[src/rtl/vram_write_poster_if.sv]
`timescale 1ns/1ps
`default_nettype none
// ============================================================================
// Module      : vram_write_poster_if
// Description : Video RAM write-port bus between the CPU-side poster
//               (master) and the video controller (slave).
//               bus_a    - address of the write being presented
//               bus_d    - data of the write being presented
//               bus_n_we - write strobe, active low
//               n_rdy    - grant from the video controller, 0 = access allowed
// Revision    : 1.0 - initial release
// ============================================================================
interface vram_write_poster_if;
    logic [15:0] bus_a;
    logic [7:0]  bus_d;
    logic        bus_n_we;
    logic        n_rdy;

    modport master (
        output bus_a,
        output bus_d,
        output bus_n_we,
        input  n_rdy
    );

    modport slave (
        input  bus_a,
        input  bus_d,
        input  bus_n_we,
        output n_rdy
    );
endinterface
`default_nettype wire

[src/rtl/vram_write_poster.sv]
`timescale 1ns/1ps
`default_nettype none
// ============================================================================
// Module      : vram_write_poster
// Description : Posts CPU writes aimed at video RAM (0xE000-0xFFFF) into a
//               small FIFO and drains them onto the video bus with a
//               SETUP/STROBE/HOLD sequence. A strobe whose grant is withdrawn
//               is retried. The CPU is stalled only when the FIFO is full.
// Ports       : clk, n_rst         - clock, async active-low reset
//               cpu_a/cpu_d/cpu_n_we - CPU write request
//               n_cpu_wait         - 0 = CPU must hold its write
//               vbus (master)      - video bus: bus_a, bus_d, bus_n_we, n_rdy
//               level, n_empty     - FIFO occupancy and non-empty flag
// Revision    : 1.0 - initial release
// ============================================================================
module vram_write_poster #(
    parameter int DEPTH = 4,
    parameter int PTR_W = 2
) (
    input  wire logic               clk,
    input  wire logic               n_rst,
    input  wire logic [15:0]        cpu_a,
    input  wire logic [7:0]         cpu_d,
    input  wire logic               cpu_n_we,
    output logic                    n_cpu_wait,
    vram_write_poster_if.master     vbus,
    output logic [PTR_W:0]          level,
    output logic                    n_empty
);

    localparam logic [PTR_W:0] C_FULL = (PTR_W+1)'(DEPTH);

    typedef enum logic [1:0] {
        S_IDLE   = 2'd0,
        S_SETUP  = 2'd1,
        S_STROBE = 2'd2,
        S_HOLD   = 2'd3
    } state_t;

    state_t             r_state;
    logic               r_bus_n_we;
    logic               r_prev_n_we;
    logic               r_pend;
    logic [15:0]        r_pend_a;
    logic [7:0]         r_pend_d;
    logic [23:0]        r_mem [DEPTH];
    logic [PTR_W-1:0]   r_wr_ptr;
    logic [PTR_W-1:0]   r_rd_ptr;
    logic [PTR_W:0]     r_level;

    logic               w_req;
    logic               w_full;
    logic               w_pop;
    logic               w_push;
    logic [23:0]        w_head;

    // Falling edge of the CPU strobe, qualified by the video RAM window.
    assign w_req  = r_prev_n_we & ~cpu_n_we & (cpu_a[15:13] == 3'b111);
    assign w_full = (r_level == C_FULL);
    // The pop happens at the end of HOLD; a pending write may use the slot
    // it frees in the same cycle.
    assign w_pop  = (r_state == S_HOLD);
    assign w_push = r_pend & (~w_full | w_pop);
    assign w_head = r_mem[r_rd_ptr];

    assign n_cpu_wait    = ~(r_pend & w_full & ~w_pop);
    assign level         = r_level;
    assign n_empty       = (r_level != '0);
    assign vbus.bus_a    = n_empty ? w_head[23:8] : 16'h0000;
    assign vbus.bus_d    = n_empty ? w_head[7:0]  : 8'h00;
    assign vbus.bus_n_we = r_bus_n_we;

    // Request capture into the single pending register.
    always_ff @(posedge clk or negedge n_rst) begin
        if (!n_rst) begin
            r_prev_n_we <= 1'b1;
            r_pend      <= 1'b0;
            r_pend_a    <= 16'h0000;
            r_pend_d    <= 8'h00;
        end else begin
            r_prev_n_we <= cpu_n_we;
            if (w_push) begin
                r_pend <= 1'b0;
            end
            if (w_req) begin
                r_pend   <= 1'b1;
                r_pend_a <= cpu_a;
                r_pend_d <= cpu_d;
            end
        end
    end

    // Storage needs no reset: entries are only visible while counted in level.
    always_ff @(posedge clk) begin
        if (w_push) begin
            r_mem[r_wr_ptr] <= {r_pend_a, r_pend_d};
        end
    end

    // FIFO pointers and occupancy.
    always_ff @(posedge clk or negedge n_rst) begin
        if (!n_rst) begin
            r_wr_ptr <= '0;
            r_rd_ptr <= '0;
            r_level  <= '0;
        end else begin
            if (w_push) begin
                r_wr_ptr <= r_wr_ptr + PTR_W'(1);
            end
            if (w_pop) begin
                r_rd_ptr <= r_rd_ptr + PTR_W'(1);
            end
            case ({w_push, w_pop})
                2'b10:   r_level <= r_level + (PTR_W+1)'(1);
                2'b01:   r_level <= r_level - (PTR_W+1)'(1);
                default: r_level <= r_level;
            endcase
        end
    end

    // Drain sequencer; bus_n_we is registered so it is low only in STROBE.
    always_ff @(posedge clk or negedge n_rst) begin
        if (!n_rst) begin
            r_state    <= S_IDLE;
            r_bus_n_we <= 1'b1;
        end else begin
            case (r_state)
                S_IDLE: begin
                    r_bus_n_we <= 1'b1;
                    if (n_empty) begin
                        r_state <= S_SETUP;
                    end
                end
                S_SETUP: begin
                    if (!vbus.n_rdy) begin
                        r_state    <= S_STROBE;
                        r_bus_n_we <= 1'b0;
                    end else begin
                        r_bus_n_we <= 1'b1;
                    end
                end
                S_STROBE: begin
                    r_bus_n_we <= 1'b1;
                    // Grant withdrawn during the strobe: the controller gated
                    // the write, so present it again without popping.
                    if (!vbus.n_rdy) begin
                        r_state <= S_HOLD;
                    end else begin
                        r_state <= S_SETUP;
                    end
                end
                S_HOLD: begin
                    r_bus_n_we <= 1'b1;
                    r_state    <= S_IDLE;
                end
                default: begin
                    r_bus_n_we <= 1'b1;
                    r_state    <= S_IDLE;
                end
            endcase
        end
    end

endmodule
`default_nettype wire
[src/flat_wrapper.sv]
// flat-port wrapper written by rule: the top's interface ports become plain ports
module vram_write_poster_flat 
#(
    parameter int DEPTH = 4,
    parameter int PTR_W = 2
)
  (clk, n_rst, cpu_a, cpu_d, cpu_n_we, n_cpu_wait, level, n_empty, vbus_bus_a, vbus_bus_d, vbus_bus_n_we, vbus_n_rdy);
  vram_write_poster_if vbus_i ();
  input  wire logic clk;
  input  wire logic n_rst;
  input  wire logic [15:0] cpu_a;
  input  wire logic [7:0] cpu_d;
  input  wire logic cpu_n_we;
  output logic n_cpu_wait;
  output logic [PTR_W:0] level;
  output logic n_empty;
  output wire logic [$bits(vbus_i.bus_a)-1:0] vbus_bus_a;
  output wire logic [$bits(vbus_i.bus_d)-1:0] vbus_bus_d;
  output wire logic [$bits(vbus_i.bus_n_we)-1:0] vbus_bus_n_we;
  input wire logic [$bits(vbus_i.n_rdy)-1:0] vbus_n_rdy;
  assign vbus_bus_a = vbus_i.bus_a;
  assign vbus_bus_d = vbus_i.bus_d;
  assign vbus_bus_n_we = vbus_i.bus_n_we;
  assign vbus_i.n_rdy = vbus_n_rdy;
  vram_write_poster #(.DEPTH(DEPTH), .PTR_W(PTR_W)) u_core (.clk(clk), .n_rst(n_rst), .cpu_a(cpu_a), .cpu_d(cpu_d), .cpu_n_we(cpu_n_we), .n_cpu_wait(n_cpu_wait), .vbus(vbus_i), .level(level), .n_empty(n_empty));
endmodule
[config.mk]
export PLATFORM = sky130hd
export DESIGN_NAME = vram_write_poster_flat
export DESIGN_NICKNAME = d
export VERILOG_FILES = /design/src/rtl/vram_write_poster_if.sv /design/src/rtl/vram_write_poster.sv /design/src/flat_wrapper.sv
export SDC_FILE = /design/constraint.sdc
export NUM_CORES = 1
export LEC_CHECK = 0
export CAP_MARGIN = 20
export CORE_MARGIN = 1
export CORE_UTILIZATION = 55
export DETAILED_ROUTE_END_ITERATION = 10
export PLACE_DENSITY_LB_ADDON = 0.1
export SETUP_SLACK_MARGIN = 0.02
export SYNTH_ARGS = -nofsm -noshare
export SYNTH_HDL_FRONTEND = slang
export SYNTH_SLANG_ARGS = --single-unit
[constraint.sdc]
create_clock -name clk -period 2.29 [get_ports clk]
set_input_delay 0.458 -clock clk [delete_from_list [all_inputs] [get_ports clk]]
set_output_delay 0.458 -clock clk [all_outputs]
set_load 0.02 [all_outputs]
==> results of run 1 <==
## timing repair
action | CTS | global route
resized for setup | 179 | 7
pin swaps | 23 | 1
buffers inserted | 2 | 0
hold buffers | 0 | 0
setup endpoints to repair | 26 | 27
gates cloned | 1 | 0
## metrics by stage
stage,cells,TNS [ns]
2_1_floorplan,258,0
3_3_place_gp,433,0
3_5_place_dp,433,0
4_1_cts,468,-2.97
5_1_grt,467,-3.46
6_report,467,-1.90
## where the power goes
group          internal, mW  total [mW]  switching, mW  leakage (nW)
clock                  1.80        2.76          0.958         0.299
sequential             2.90        3.14          0.235          1.30
combinational          1.79        3.13           1.34         0.937
total                  6.49        9.02           2.53          2.53
## Yosys cell counts
cell / number / area, um^2
mux4_1: 6 / 158
nand2b_1: 3 / 18.8
xnor2_1: 5 / 43.8
clkbuf_1: 2 / 7.51
mux4_2: 18 / 405
nor2_1: 3 / 11.3
nand3b_1: 1 / 7.51
nand2_1: 3 / 11.3
nor2b_1: 1 / 6.26
ha_1: 5 / 62.6
mux2_2: 22 / 248
o31a_1: 1 / 8.76
buf_6: 1 / 11.3
nand4_2: 1 / 12.5
dfstp_2: 2 / 52.6
nand4_1: 1 / 6.26
o21ai_0: 2 / 10.0
and2_1: 28 / 175
nand3_1: 1 / 5.00
xor2_1: 2 / 17.5
fa_1: 1 / 20.0
buf_12: 2 / 40.0
or3_1: 1 / 6.26
buf_2: 6 / 30.0
edfxtp_1: 96 / 2880
inv_1: 9 / 33.8
a31oi_4: 1 / 21.3
dfrtp_1: 34 / 851
## area by class of cell
type,instances,area [um^2]
fillers,521,2180
inverters,9,33.8
multi-input cells,106,1300
flip-flops and latches,132,3790
well taps,108,135
clock buffers,20,435
clock inverters,12,181
repair buffers,80,837
## flip-flops by register name (all words and copies together), names as in the netlist
signal                cells
u_core.r_pend             1
u_core.r_rd_ptr           2
u_core.r_wr_ptr           2
u_core.r_prev_n_we        1
u_core.r_mem             96
u_core.r_pend_a          16
u_core.r_pend_d           8
u_core.level              3
u_core.vbus.bus_n_we      1
u_core.r_state            2
## critical path: cells and delay by family (launching register included)
family,cells,cell delay [ns]
mux,1,0.51
buf+inv,2,0.28
simple gates,1,0.16
flops,1,0.47
## logic make-up after synthesis
kind of cell	after synthesis	synth area share
AO/OA/AOI/OAI	4	0.00775
flip-flops	132	0.733
buffers and inverters	20	0.0237
XOR/XNOR	7	0.0119
multiplexers	46	0.157
adder cells (fa/ha/maj)	6	0.0160
AND/OR/NAND/NOR	43	0.0504
## final timing paths
check                                      end
min in group clk            u_core.r_prev_n_we
setup / recovery                 vbus_bus_a[3]
max in group asynchronous   u_core.r_rd_ptr[0]
hold reg to reg             u_core.r_mem[2][1]
setup reg to reg               u_core.level[2]
hold / removal             u_core.r_pend_a[12]
## layer usage
layer / vias up / part of all wire / GRT usage
li1: 1160 / - / -
met1: 1332 / 0.42 / 0.279
met2: 82 / 0.51 / 0.351
met3: 13 / 0.048 / 0.0716
met4: 0 / 0.018 / 0.0827
met5: - / 0 / 0
==> summary.txt, run 1 <==
Distinct cells, synth -> 28
Finished Cell Area -> 0.00671 mm^2
Critical path's largest stage delay -> 0.51 ns
Crit-path max FO -> 7
Max-Cap Viols -> 0
RSZ-0062 raised after global routing -> true
Layout Utilization -> 0.755
Share of cells above drive strength 1 -> 0.435
Antenna Cells -> 0
CTS max path bufs -> 2
Setup crit end kind -> output pin
Largest net degree at the start of global routing -> 35
Violated checks -> negative setup slack
Most frequent cells in the layout -> edfxtp_1 (96), dfrtp_1 (33), clkdlybuf4s50_1 (30)
Clock Latency Late Sink -> 0.51 ns
DIE WIDTH -> 98.9 um
Vias per inst -> 5.54
Setup WS pre-CTS -> 0.00856 ns
Final worst-path cycle share -> 1.05
Syn avg cell area -> 20.0 um^2
Clock transition at path regs -> 0.06 ns
Initial DRC count -> 102
I/O pins -> 58
Pleak -> 2.53 nW
I/O Buffers -> 57
CTS tree -> done
Pwr dens -> 1340 mW/mm^2
Commonest non-fill, non-tap cell in the layout -> edfxtp_1
Critical Path AT -> 1.94 ns
Root Driver -> clkbuf_8
Run status -> finished, violations left
CTS Buf Count -> 17
H-tree depth -> 4
Setup violators final -> 24
Area growth syn-to-layout -> 29.9%
Crit path kind -> register to output pin
Max VDD drop -> 0.876 mV
Via count -> 2,587
Vert. Die Dim -> 98.9 um
First-pass GRT wire length -> 15.0 mm
Final nets -> 380
Placed Area -> 0.00598 mm^2
Antenna violations before repair -> 0
Tot Pwr -> 9.02 mW
Worst Setup Start Kind -> register
Initial Utilization -> 0.581
Crit path time final -> 2.39 ns
Hold_ws -> 0.0450 ns
Worst Clk Skew -> 0.00588 ns
Routability cong. -> 0.698
Fmax -> 0.418 GHz
Max Transition Viols Final -> 0
Yosys warnings -> 0
Syn_nets -> 292
Yosys reg bits -> 132
Worst slew pin tran -> 0.840 ns
Sequential fraction of the synthesis area -> 0.733
Area of the core -> 0.00889 mm^2
Critical Path Source -> u_core.r_rd_ptr[0]
# DRC -> 0
Vias in the first global route -> 2,785
Relative slew slack -> 0.440
Reg2reg start -> u_core.r_state[0]
Die area -> 0.00978 mm^2
Slowest cell on the critical path -> mux4_2
FF-to-FF path depth -> 9
Sink Count -> 132
Final worst setup slack -> -0.104 ns
Final ANT Viol Nets -> 0
Tightest Hold Check Type -> primary input to asynchronous set/reset pin
DRT Wirelength -> 9.27 mm
Worst path cell trace -> buf_12 > mux4_2 > and2_4 > buf_6
Grt ovf -> 0
Cell Rows -> 34
R2R setup slack -> 0.25 ns
Final Hold Fails -> 0
Drt pass-1 iters -> 4
WL/cell -> 19.9 um
Cells after Synth -> 258
Global Route Usage Sum -> 0.218
CP required -> 1.83 ns
DP HPWL -> 5.41 mm
Post-Syn Area -> 0.00516 mm^2
Power figures use the tool's default switching activity.
==> run 2: changes to the inputs <==
GPL_ROUTABILITY_DRIVEN = 0   (was unset)
==> results of run 2 <==
The final DEF is identical to that of run 1; final timing and power are the same.
